===== src/rtl/cpu_op_driver.sv =====
// cpu_op_driver: drives the CPU switch/operation/enable interface for one
// command at a time and returns the sampled CPU result on a response channel.
//
// Handshakes (both channels): a transfer happens on a rising clock edge where
// valid and ready are both high. Once raised, valid and its payload stay
// stable until that transfer. ready may change freely and carries no meaning
// while valid is low.
module cpu_op_driver #(
  parameter int SETUP_CYCLES  = 1,
  parameter int STROBE_CYCLES = 2,
  parameter int WAIT_CYCLES   = 2,
  parameter int CNT_W         = 8
) (
  input  logic             clock,
  input  logic             reset_n,
  input  logic             cmd_valid,
  output logic             cmd_ready,
  input  logic [3:0]       cmd_a,
  input  logic [3:0]       cmd_b,
  input  logic [1:0]       cmd_op,
  output logic             SW0,
  output logic             SW1,
  output logic             SW2,
  output logic             SW3,
  output logic             SW4,
  output logic             SW5,
  output logic             SW6,
  output logic             SW7,
  output logic [1:0]       operation,
  output logic             enable,
  input  logic [3:0]       rezult,
  output logic             rsp_valid,
  input  logic             rsp_ready,
  output logic [3:0]       rsp_data,
  output logic [1:0]       rsp_op,
  output logic             busy,
  output logic [CNT_W-1:0] txn_count,
  output logic [2:0]       state_dbg
);

  typedef enum logic [2:0] {
    S_IDLE   = 3'd0,
    S_SETUP  = 3'd1,
    S_STROBE = 3'd2,
    S_WAIT   = 3'd3,
    S_RESP   = 3'd4
  } state_t;

  // Phase counter must reach the largest of the three programmable lengths
  // (WAIT counts 0..WAIT_CYCLES inclusive).
  localparam int MAX_A   = (SETUP_CYCLES > STROBE_CYCLES) ? SETUP_CYCLES : STROBE_CYCLES;
  localparam int MAX_CYC = (MAX_A > WAIT_CYCLES) ? MAX_A : WAIT_CYCLES;
  localparam int CW      = (MAX_CYC < 1) ? 1 : $clog2(MAX_CYC + 1);

  localparam logic [CW-1:0] SETUP_LAST  = CW'(SETUP_CYCLES - 1);
  localparam logic [CW-1:0] STROBE_LAST = CW'(STROBE_CYCLES - 1);
  localparam logic [CW-1:0] WAIT_LAST   = CW'(WAIT_CYCLES);

  state_t        state;
  logic [CW-1:0] cnt;
  logic [7:0]    sw_q;

  assign {SW7, SW6, SW5, SW4, SW3, SW2, SW1, SW0} = sw_q;

  // Ready only in IDLE and never while reset is held, so nothing is accepted
  // during reset.
  assign cmd_ready = reset_n && (state == S_IDLE);
  assign busy      = (state != S_IDLE);
  assign state_dbg = state;

  // Transaction sequencer: all CPU-facing and response outputs are registered
  // here; reset returns enable high immediately and drops any transaction.
  always_ff @(posedge clock or negedge reset_n) begin
    if (!reset_n) begin
      state     <= S_IDLE;
      cnt       <= '0;
      sw_q      <= '0;
      operation <= '0;
      enable    <= 1'b1;
      rsp_valid <= 1'b0;
      rsp_data  <= '0;
      rsp_op    <= '0;
      txn_count <= '0;
    end else begin
      case (state)
        S_IDLE: begin
          if (cmd_valid) begin
            sw_q      <= {cmd_b, cmd_a};
            operation <= cmd_op;
            cnt       <= '0;
            state     <= S_SETUP;
          end
        end
        S_SETUP: begin
          if (cnt == SETUP_LAST) begin
            cnt    <= '0;
            enable <= 1'b0;
            state  <= S_STROBE;
          end else begin
            cnt <= cnt + CW'(1);
          end
        end
        S_STROBE: begin
          if (cnt == STROBE_LAST) begin
            cnt    <= '0;
            enable <= 1'b1;
            state  <= S_WAIT;
          end else begin
            cnt <= cnt + CW'(1);
          end
        end
        S_WAIT: begin
          // Settle for WAIT_CYCLES, then sample the CPU result on the next edge.
          if (cnt == WAIT_LAST) begin
            cnt       <= '0;
            rsp_data  <= rezult;
            rsp_op    <= operation;
            rsp_valid <= 1'b1;
            state     <= S_RESP;
          end else begin
            cnt <= cnt + CW'(1);
          end
        end
        S_RESP: begin
          if (rsp_ready) begin
            rsp_valid <= 1'b0;
            txn_count <= txn_count + CNT_W'(1);
            state     <= S_IDLE;
          end
        end
        default: begin
          cnt       <= '0;
          enable    <= 1'b1;
          rsp_valid <= 1'b0;
          state     <= S_IDLE;
        end
      endcase
    end
  end

endmodule

===== config.mk =====
export PLATFORM = sky130hd
export DESIGN_NAME = cpu_op_driver
export DESIGN_NICKNAME = d
export VERILOG_FILES = /design/src/rtl/cpu_op_driver.sv
export SDC_FILE = /design/constraint.sdc
export NUM_CORES = 1
export LEC_CHECK = 0
export ABC_AREA = 1
export CELL_PAD_IN_SITES_DETAIL_PLACEMENT = 1
export CELL_PAD_IN_SITES_GLOBAL_PLACEMENT = 1
export CORE_UTILIZATION = 36
export CTS_CLUSTER_DIAMETER = 200
export CTS_CLUSTER_SIZE = 16
export DETAILED_ROUTE_END_ITERATION = 8
export PLACE_DENSITY_LB_ADDON = 0.1
export SETUP_SLACK_MARGIN = 0.3
export SLEW_MARGIN = 20
export SYNTH_ARGS = -nofsm -noshare
export SYNTH_HDL_FRONTEND = slang
export SYNTH_SLANG_ARGS = --single-unit

===== constraint.sdc =====
create_clock -name clock -period 2.3 [get_ports clock]
set_input_delay 0.46 -clock clock [delete_from_list [all_inputs] [get_ports clock]]
set_output_delay 0.46 -clock clock [all_outputs]
set_load 0.005 [all_outputs]

==> results of run 1 <==
## through the flow
| stage | hold slack [ns] | setup WS (ns) |
|---|---|---|
| 3_5_place_dp | 0.462 | 0.234 |
| 6_report | 0.478 | 0.384 |
| 5_1_grt | 0.525 | 0.306 |
| 2_1_floorplan | 0.164 | 0.917 |
| 4_1_cts | 0.480 | 0.327 |
| 3_3_place_gp | 0.455 | 0.247 |
## worst paths after layout
check                                    startpoint                       end  slack [ns]
min                         rsp_data[0]$_DFFE_PN0P_   rsp_data[0]$_DFFE_PN0P_        0.48
min reg2reg                 rsp_data[0]$_DFFE_PN0P_   rsp_data[0]$_DFFE_PN0P_        0.48
max                        state_dbg[0]$_DFFE_PN0P_                      busy        0.38
min in group asynchronous                   reset_n  txn_count[7]$_DFFE_PN0P_        0.62
max in group asynchronous                   reset_n        enable$_DFFE_PN1P_        1.35
max reg2reg                      cnt[0]$_DFFE_PN0P_  state_dbg[0]$_DFFE_PN0P_        0.68
## repair_timing
action | CTS | global route
gates cloned | 0 | 0
gates resized for setup | 3 | 0
setup endpoints to repair | 2 | 1
pin swaps | 1 | 0
setup buffers | 1 | 1
## layer usage
layer	vias to the layer above	global-route usage (%)	wire (µm)
met3	6	6.25	185
met1	680	21.8	1770
met4	0	6.65	44
met5	-	0	0
li1	675	-	-
met2	39	37.6	2230
## synth_stat cells
cell type  count
ha_1           7
nor2_4         2
xor2_1         3
nor3_2         1
dfstp_2        1
inv_1         28
nand3_1       17
buf_2          4
nor2_1         5
xnor2_1        2
nand2_2        3
o21bai_1       2
inv_2          4
a21oi_1        2
dfrtp_1       30
o21ai_0        2
nand3_4        1
nand4_1        5
o21ai_1       12
nand2_1       51
clkbuf_1       1
nor2_2         2
## cell type report
class                           count  area, µm²  share of cell area (%)
Tap cell                           50       62.6                    2.86
Multi-Input combinational cell    117        634                    29.0
Timing Repair Buffer               52        509                    23.2
Clock buffer                        6       72.6                    3.31
Sequential cell                    31        779                    35.6
Inverter                           32        120                    5.48
Clock inverter                      2       12.5                   0.571
## tightest hold or removal path, stage by stage, from the launching register on
cell and delay [ns]:
dfrtp_1 0.35, nand2_1 0.05, nand2_1 0.05
## kinds of logic (layout without fill, tap and decap cells)
family | after synthesis | in the layout
simple gates | 87 | 87
fa+ha+maj | 7 | 7
xor+xnor | 5 | 5
compound gates | 18 | 18
buf+inv | 37 | 92
flops | 31 | 31
## registers in the layout (all words and copies together), names as in the netlist
name / flops
rsp_op: 2
rsp_valid: 1
operation: 2
txn_count: 8
enable: 1
rsp_data: 4
cnt: 2
sw_q: 8
state_dbg: 3
## power by group through the flow
stage / clock network (µW) / registers (µW) / logic (µW)
after floorplan: 0 / 897 / 550
after global placement: 0 / 915 / 1060
after detailed placement: 0 / 939 / 1130
after CTS: 437 / 937 / 1150
after global routing: 471 / 960 / 1270
final: 424 / 932 / 1140
==> metrics.txt, run 1 <==
hpwl dp=3210 µm; # IOs=49; commonest non-fill, non-tap cell in the layout=nand2_1; final worst path period share=83.3%; Slew Viols, Final=0; worst path bufs/invs=1; Die Ht=67.7 µm; post-route cell area=2190 µm²; Cells after Synth=185; Die ar.=4590 µm²; sequential share of the synthesized area=50.0%; Worst EP required=between 1.5 and 2 ns; part of the power in the clock network=approximately 17%; Worst Hold Depth=2; f_max=0.522 GHz; CP Capture Type=primary output; worst path cell trace=nor2_4 > nand2_1 > clkdlybuf4s50_1; post-synthesis simple-gate area fraction=about a quarter; Synth Warn #=0; via count=1400; Layout area overhead=40.9%; total iterations of the first detailed-routing run=4; worst ir drop on vdd=0.472 mV; Critical-path top delay cell=dfrtp_1; Sum Neg Setup Slack=0 ns; switch share=37.7%; Fin. Hold Viols=0; # Max-Cap Violations=0; DRT iter0 DRCs=43; RSZ-0062 raised after global routing=false; Post-Layout Cell Count=290; Root Buffer Master=clkbuf_8; area share of the largest cell type after synthesis=48.3%; I/O Buffers=48; Internal=roughly 1600 µW; R2R depth=8; gr ovfl total=0; antenna violations before repair=0; Cell Count Post-Placement=280; worst skew pair latency=0.29 ns; Clock Sink Count=31; Core ar.=between 4000 and 5000 µm²; drt via density=4.83; post-synthesis mux area share=0%; GP Congestion=about 0.78; total chip power=about 2500 µW; Setup Skew=0.0101 ns; post-layout net count=~260; Starting Density=38.1%; Net Count, Synth=between 200 and 250; CTS clk-pin slew, worst paths=0.07 ns; critical path depth=3; Yosys cell types=22; most frequent cells in the layout=nand2_1 (51), clkdlybuf4s50_1 (47), inv_1 (28), dfrtp_1 (28), nand3_1 (17); CTS Hold Buffers Added=0; post-synthesis register bit count=31; area leader, netlist=dfrtp_1; Antenna Nets Post-Route=0; Util after Layout=a little over half; Setup-failing EPs final=0; Compound-Gate Fraction of Synth Area=6.11%; HP Class=reg -> reg; Pwr Density=1140 nW/µm²; path type of the worst setup path=reg -> out; Mapped Area=about 1600 µm²; filler cell count in the final layout=490; power share of the sequential group=37.4%; Worst path top cell family by delay=flip-flops; measured slew at the worst slew-check pin=0.412 ns; Synth Area in XOR/XNOR=2.82%; leakage power=0.00111 µW; share of cells above drive strength 1=11.3%; CP Launch Type=register; antenna diode count=0; largest cells by area after synthesis=dfrtp_1 (48%), nand2_1 (12%), inv_1 (6.8%); status=finished clean; Area after DPL=2090 µm²; relative slew slack=72.5%; largest family of logic cells by synthesized area=simple AND/OR/NAND/NOR gates; # rows=23; CTS tree=built; CTS buffer count=5; Post-Syn Area per Cell=8.41 µm²; post-synthesis adder-cell area fraction=5.63%; gr usage total=20.4%; htree depth=2; max incr delay on CP=0.53 ns; drt total wl=4230 µm; wire length per cell=14.6 µm; vias in the first global route=1467; Period minus WS final=1.92 ns; Psw=941 µW; die width=between 60 and 70 µm; first-pass GRT wire length=6750 µm; largest net degree at the start of global routing=32; DRC viols=0; CP Max Fanout=7; CP arrival=1.46 ns; CTS Buffer Depth=2; logic gate share of total power=45.6%
(Power assumes the default switching activity.)
==> run 2, diff against run 1 <==
Settings changed: CORE_UTILIZATION 36 to 33.
Clock period 2.3 ns to 1.8 ns, I/O delays scaled along.
==> run 2 against run 1 <==
  * The run now ends with design-rule violations left
  * Non-clock buffer count rose by 26
  * Register-to-register slack got worse by 0.29 ns
  * Clock skew fell by 0.0076 ns
  * Sequential power rose by 19%
  * Critical path type unchanged
  * Highest routed layer unchanged
==> metrics.txt, run 2 (synthesis gave the netlist of run 1 again) <==
measured slew at the worst slew-check pin=0.413 ns (+0.00100 ns); filler cell count in the final layout=533 (+8.8%); drt via density=4.78 (-1.0%); CTS clk-pin slew, worst paths=0.07 ns (about the same); Root Buffer Master=clkbuf_8; DRT iter0 DRCs=48 (+12%); largest net degree at the start of global routing=32 (unchanged); Setup Skew=0.00247 ns (-0.00763 ns); f_max=0.666 GHz; # IOs=49 (unchanged); antenna violations before repair=0 (unchanged); Setup-failing EPs final=0 (unchanged); Layout area overhead=58.1%; DRC viols=5 (+5); final worst slack=0.299 ns (-0.0846 ns); logic gate share of total power=49.3% (+3.7 points); power share of the sequential group=31.6% (-5.8 points); Die ar.=4990 µm² (+8.8%); RSZ-0062 raised after global routing=true; hpwl dp=2960 µm (-7.9%); CP Launch Type=register; leakage power=0.00144 µW (+29%); worst ir drop on vdd=0.544 mV (+15%); Psw=1260 µW (+34%); Pwr Density=1420 nW/µm² (+25%); Worst EP required=1.44 ns (-0.40 ns); status=finished with violations; area of the multi-input gates=678 µm² (+6.9%); htree depth=2 (unchanged); hold wc startpoint=rsp_data[3]$_DFFE_PN0P_; # rows=24 (+4.3%); CP Max Fanout=2 (-5); worst skew pair latency=0.28 ns (about the same); path type of the worst setup path=reg -> out; pre-CTS WS=-0.0607 ns (-0.295 ns); CP startpoint=state_dbg[1]$_DFFE_PN0P_; Core ar.=4440 µm² (+8.8%); Period minus WS final=~1.5 ns; CTS tree=built; storage element area=777 µm² (-0.32%); CP Capture Type=primary output; part of the power in the clock network=19.0% (+2.0 points); failing checks=design-rule violations; most frequent cells in the layout=nand2_1 (49), dfrtp_1 (30), inv_1 (28); final worst path period share=83.4%; Worst R2R Start=state_dbg[0]$_DFFE_PN0P_; I/O Buffers=48 (unchanged); CTS buffer count=5 (unchanged); Clock Sink Count=31 (unchanged); GP Congestion=0.745 (-4.4%); drt total wl=4380 µm (+3.5%); Util after Layout=55.3% (+1.7 points); Internal=2240 µW (+44%); Area after DPL=2130 µm² (+1.9%); CP arrival=1.14 ns (-0.32 ns); Starting Density=35.0% (-3.1 points); Fin. Hold Viols=0 (unchanged); CTS Hold Buffers Added=0 (unchanged); commonest non-fill, non-tap cell in the layout=nand2_1; total iterations of the first detailed-routing run=6 (+2); CTS Buffer Depth=2 (unchanged); first-pass GRT wire length=7650 µm (+13%); Antenna Nets Post-Route=0 (unchanged); gr ovfl total=0 (unchanged); Slew Viols, Final=0 (unchanged); via count=1515 (+8.2%); gr usage total=19.6% (-0.84 points); die width=70.7 µm (+4.3%); wire length per cell=13.8 µm (-5.3%); Sum Neg Setup Slack=0 ns (unchanged); post-layout net count=290 (+9.8%); relative slew slack=72.5% (about the same); Die Ht=70.7 µm (+4.3%); post-route cell area=2460 µm² (+12%); HP Class=reg -> reg; share of cells above drive strength 1=21.5% (+10 points); switch share=36.0% (-1.8 points); antenna diode count=0 (unchanged); vias in the first global route=1618 (+10%); # Max-Cap Violations=0 (unchanged); Regs by FF count=sw_q: 8 flops, txn_count: 8 flops, rsp_data: 4 flops
==> run 2: what timing repair did <==
action | 4_1_cts | 5_1_grt
pin swaps | 1 | 5
setup buffers | 16 | 7
setup endpoints to repair | 28 | 25
resized for setup | 31 | 27
==> run 2: critical path: stages (launching register included) <==
cell and delay [ns]:
dfrtp_1 0.40, buf_6 0.13, nor2_4 0.08, nand2_2 0.06
nor2_1 0.08, buf_2 0.11
==> run 2: layer usage <==
metal	wire length [µm]	vias up	GRT usage (%)	share of wire, %
met5	0	-	0	0
met2	2250	44	34.3	51
met4	85	0	7.78	1.9
met1	1840	730	23.7	42
met3	210	10	4.13	4.8
li1	-	731	-	-
==> run 2: layout make-up <==
| type | count | area share (%) |
|---|---|---|
| Sequential cell | 31 | 31.6 |
| Timing Repair Buffer | 78 | 29.1 |
| Multi-Input combinational cell | 117 | 27.6 |
| Inverter | 32 | 4.89 |
| Clock buffer | 6 | 2.95 |
| Tap cell | 52 | 2.65 |
| Clock inverter | 1 | 1.22 |
==> run 2: power groups by stage <==
stage	logic [µW]	clock network (µW)	registers [µW]
floorplan	703	0	1150
global placement	1480	0	1120
detailed placement	1530	0	1140
CTS	1570	681	1110
global route	1920	708	1150
finish	1730	665	1110
==> run 2: through the flow <==
step | total power [µW] | hold slack, ns | cells
floorplan | 1850 | 0.0644 | 185
global placement | 2600 | 0.454 | 287
detailed placement | 2670 | 0.462 | 287
CTS | 3360 | 0.478 | 310
global route | 3770 | 0.507 | 317
finish | 3500 | 0.468 | 317
==> run 2: final timing paths <==
check	endpoint	slack, ns	cells after the start
hold reg to reg	rsp_data[3]$_DFFE_PN0P_	0.47	2
setup / recovery	cmd_ready	0.30	5
min in group asynchronous	txn_count[0]$_DFFE_PN0P_	0.51	2
max in group asynchronous	enable$_DFFE_PN1P_	0.97	2
setup reg to reg	state_dbg[1]$_DFFE_PN0P_	0.39	8
hold / removal	rsp_data[3]$_DFFE_PN0P_	0.47	2
==> run 3, diff against run 2 <==
Settings changed: CORE_UTILIZATION 33 to 30.
Clock period 1.8 ns to 1.3 ns, I/O delays scaled along.
==> run 3 against run 2 <==
  * The flow finishes with violations (negative setup slack)
  * Sequential power increased by 39%
  * Design area is 7.1% higher
  * Combinational power grew 72%
  * Utilization decreased by 1.0 points
  * Global-route usage is 0.95 points lower
  * Routed wire length rose by 11%
  * Register-to-register slack lost 0.51 ns
  * Cell count increased by 9.8%
  * Largest power group unchanged
  * Highest routed layer unchanged
==> metrics.txt, run 3 (synthesis gave the netlist of run 1 again) <==
status=finished with violations; failing checks=negative setup slack; CTS Buffer Depth=2 (unchanged); Die Ht=74 µm (+4.7%); M1 GR Usage=20.9% (-2.8 points); Setup-failing EPs final=31 (+31); largest net degree at the start of global routing=32 (unchanged); Critical-path top delay cell=dfrtp_1; CP arrival=1.17 ns (+0.03 ns); Slew Viols, Final=0 (unchanged); antenna violations before repair=0 (unchanged); gr ovfl total=0 (unchanged); share of cells above drive strength 1=44.8% (+23 points); Area after DPL=2290 µm² (+7.8%); via count=1559 (+2.9%); DRC viols=0 (-5); most used cell, CP=buf_6; most frequent cells in the layout=nand2_1 (43), buf_4 (34), dfrtp_1 (29); met3 GRT Util=5.42% (+1.3 points); post-route cell area=2630 µm² (+7.1%); Core ar.=4850 µm² (+9.1%); Starting Density=32.1% (-2.9 points); I/O Buffers=48 (unchanged); wire length per cell=14.0 µm (+0.97%); WHS=0.438 ns (-0.0293 ns); HP Class=in -> async; worst skew pair latency=0.28 ns (about the same); worst ir drop on vdd=0.870 mV (+60%); CP Launch Type=register; Post-Layout Cell Count=348 (+9.8%); path type of the worst setup path=reg -> out; CTS buffer count=5 (unchanged); Sum Neg Setup Slack=-1.46 ns (-1.46 ns); Psw=2040 µW (+63%); Pwr Density=2070 nW/µm² (+46%); measured slew at the worst slew-check pin=0.418 ns (+0.00553 ns); Internal=3410 µW (+52%); f_max=about 0.70 GHz; Cell Count Post-Placement=314 (+9.4%); Fin. Hold Viols=0 (unchanged); # rows=25 (+4.2%); post-layout net count=306 (+5.5%); drt via density=4.48 (-6.3%); final worst path period share=110%; # Max-Cap Violations=0 (unchanged); part of the power in the clock network=17.1% (-1.9 points); Worst EP required=1.04 ns (-0.40 ns); RSZ-0062 raised after global routing=true; max incr delay on CP=0.39 ns (about the same); GP Congestion=0.795 (+6.7%); DRT iter0 DRCs=39 (-19%); Setup Skew=0.00745 ns (+0.00498 ns); worst path cell trace=buf_6 > nor2_4 > nand2_2 > buf_6 > buf_6; Regs by FF count=sw_q: 8 flops, txn_count: 8 flops, rsp_data: 4 flops; Util after Layout=54.3% (-1.0 points); CTS clk-pin slew, worst paths=0.07 ns (about the same); Root Buffer Master=clkbuf_8; Layout area overhead=69.3%; leakage power=0.00141 µW (-2.5%); final worst slack=-0.129 ns (-0.428 ns); antenna diode count=0 (unchanged); Clock Sink Count=31 (unchanged); power share of the sequential group=28.3% (-3.3 points); Die ar.=5480 µm² (+9.7%); hpwl dp=3230 µm (+9.3%); logic gate share of total power=54.6% (+5.3 points); CP Capture Type=primary output; first-pass GRT wire length=7580 µm (-0.90%); die width=74 µm (+4.7%); GR Util met2=34.0% (-0.26 points); filler cell count in the final layout=589 (+11%); htree depth=2 (unchanged); switch share=37.5% (+1.5 points); commonest non-fill, non-tap cell in the layout=nand2_1; gr usage total=18.7% (-0.95 points); Antenna Nets Post-Route=0 (unchanged); # IOs=49 (unchanged); busiest layer in global routing=met2; relative slew slack=72.1% (-0.37 points); CTS Hold Buffers Added=0 (unchanged); total iterations of the first detailed-routing run=4 (-2); CP Max Fanout=2 (unchanged); Period minus WS final=1.43 ns; CTS tree=built; drt total wl=4860 µm (+11%); vias in the first global route=1640 (+1.4%)
==> run 3: cell count changes in the layout (fill, tap and decap cells not counted), moves of 6 or more <==
cell            previous run  this run
buf_4                     22        34
nand2_1                   49        43
buf_2                      2        27
dlygate4sd2_1             21         0
dlymetal6s2s_1             7         0
nand3_2                    1         9
nand3_1                   16         8
==> run 3: per-stage QoR <==
| stage | setup WS (ns) | total power [µW] |
|---|---|---|
| after detailed placement | -0.376 | 3970 |
| final | -0.129 | 5460 |
| after CTS | -0.149 | 5140 |
| after global routing | -0.203 | 5860 |
| after global placement | -0.360 | 3850 |
| after floorplan | 0.0681 | 2660 |
==> run 3: layout make-up <==
class | instances | area (µm²) | area share [%]
Multi-Input combinational cell | 118 | 801 | 30.4
Sequential cell | 31 | 778 | 29.5
Timing Repair Buffer | 93 | 748 | 28.4
Inverter | 32 | 120 | 4.56
Tap cell | 67 | 83.8 | 3.18
Clock buffer | 6 | 72.6 | 2.76
Clock inverter | 1 | 30.0 | 1.14
==> run 3: critical path, delay by kind of cell, from the launching register on <==
family | cells | cell delay (ns)
simple gates | 2 | 0.17
buf+inv | 3 | 0.33
flops | 1 | 0.39
==> run 3: what timing repair did <==
item / 4_1_cts / 5_1_grt
resized for setup: 149 / 20
pin swaps: 11 / 12
setup endpoints to repair: 62 / 62
gates cloned: 1 / 0
setup buffers: 18 / 8
==> run 3: routing by layer <==
metal | routed length, µm | vias up
met5 | 0 | -
met4 | 55 | 0
met3 | 215 | 6
met2 | 2650 | 36
met1 | 1930 | 753
li1 | - | 764
==> run 3: worst paths after layout <==
check	startpoint	endpoint	slack (ns)	depth (start not counted)
setup reg to reg	state_dbg[1]$_DFFE_PN0P_	state_dbg[1]$_DFFE_PN0P_	-0.12	9
max in group asynchronous	reset_n	enable$_DFFE_PN1P_	0.54	2
hold reg to reg	sw_q[0]$_DFFE_PN0P_	sw_q[0]$_DFFE_PN0P_	0.49	2
hold / removal	reset_n	state_dbg[1]$_DFFE_PN0P_	0.44	2
min in group clock	sw_q[0]$_DFFE_PN0P_	sw_q[0]$_DFFE_PN0P_	0.49	2
setup / recovery	state_dbg[1]$_DFFE_PN0P_	busy	-0.13	5
==> run 3: power groups by stage <==
stage | clock network, µW | logic [µW] | registers (µW)
2_1_floorplan | 0 | 1050 | 1600
3_5_place_dp | 0 | 2380 | 1580
4_1_cts | 949 | 2640 | 1550
6_report | 933 | 2980 | 1540
5_1_grt | 982 | 3300 | 1580
3_3_place_gp | 0 | 2300 | 1560
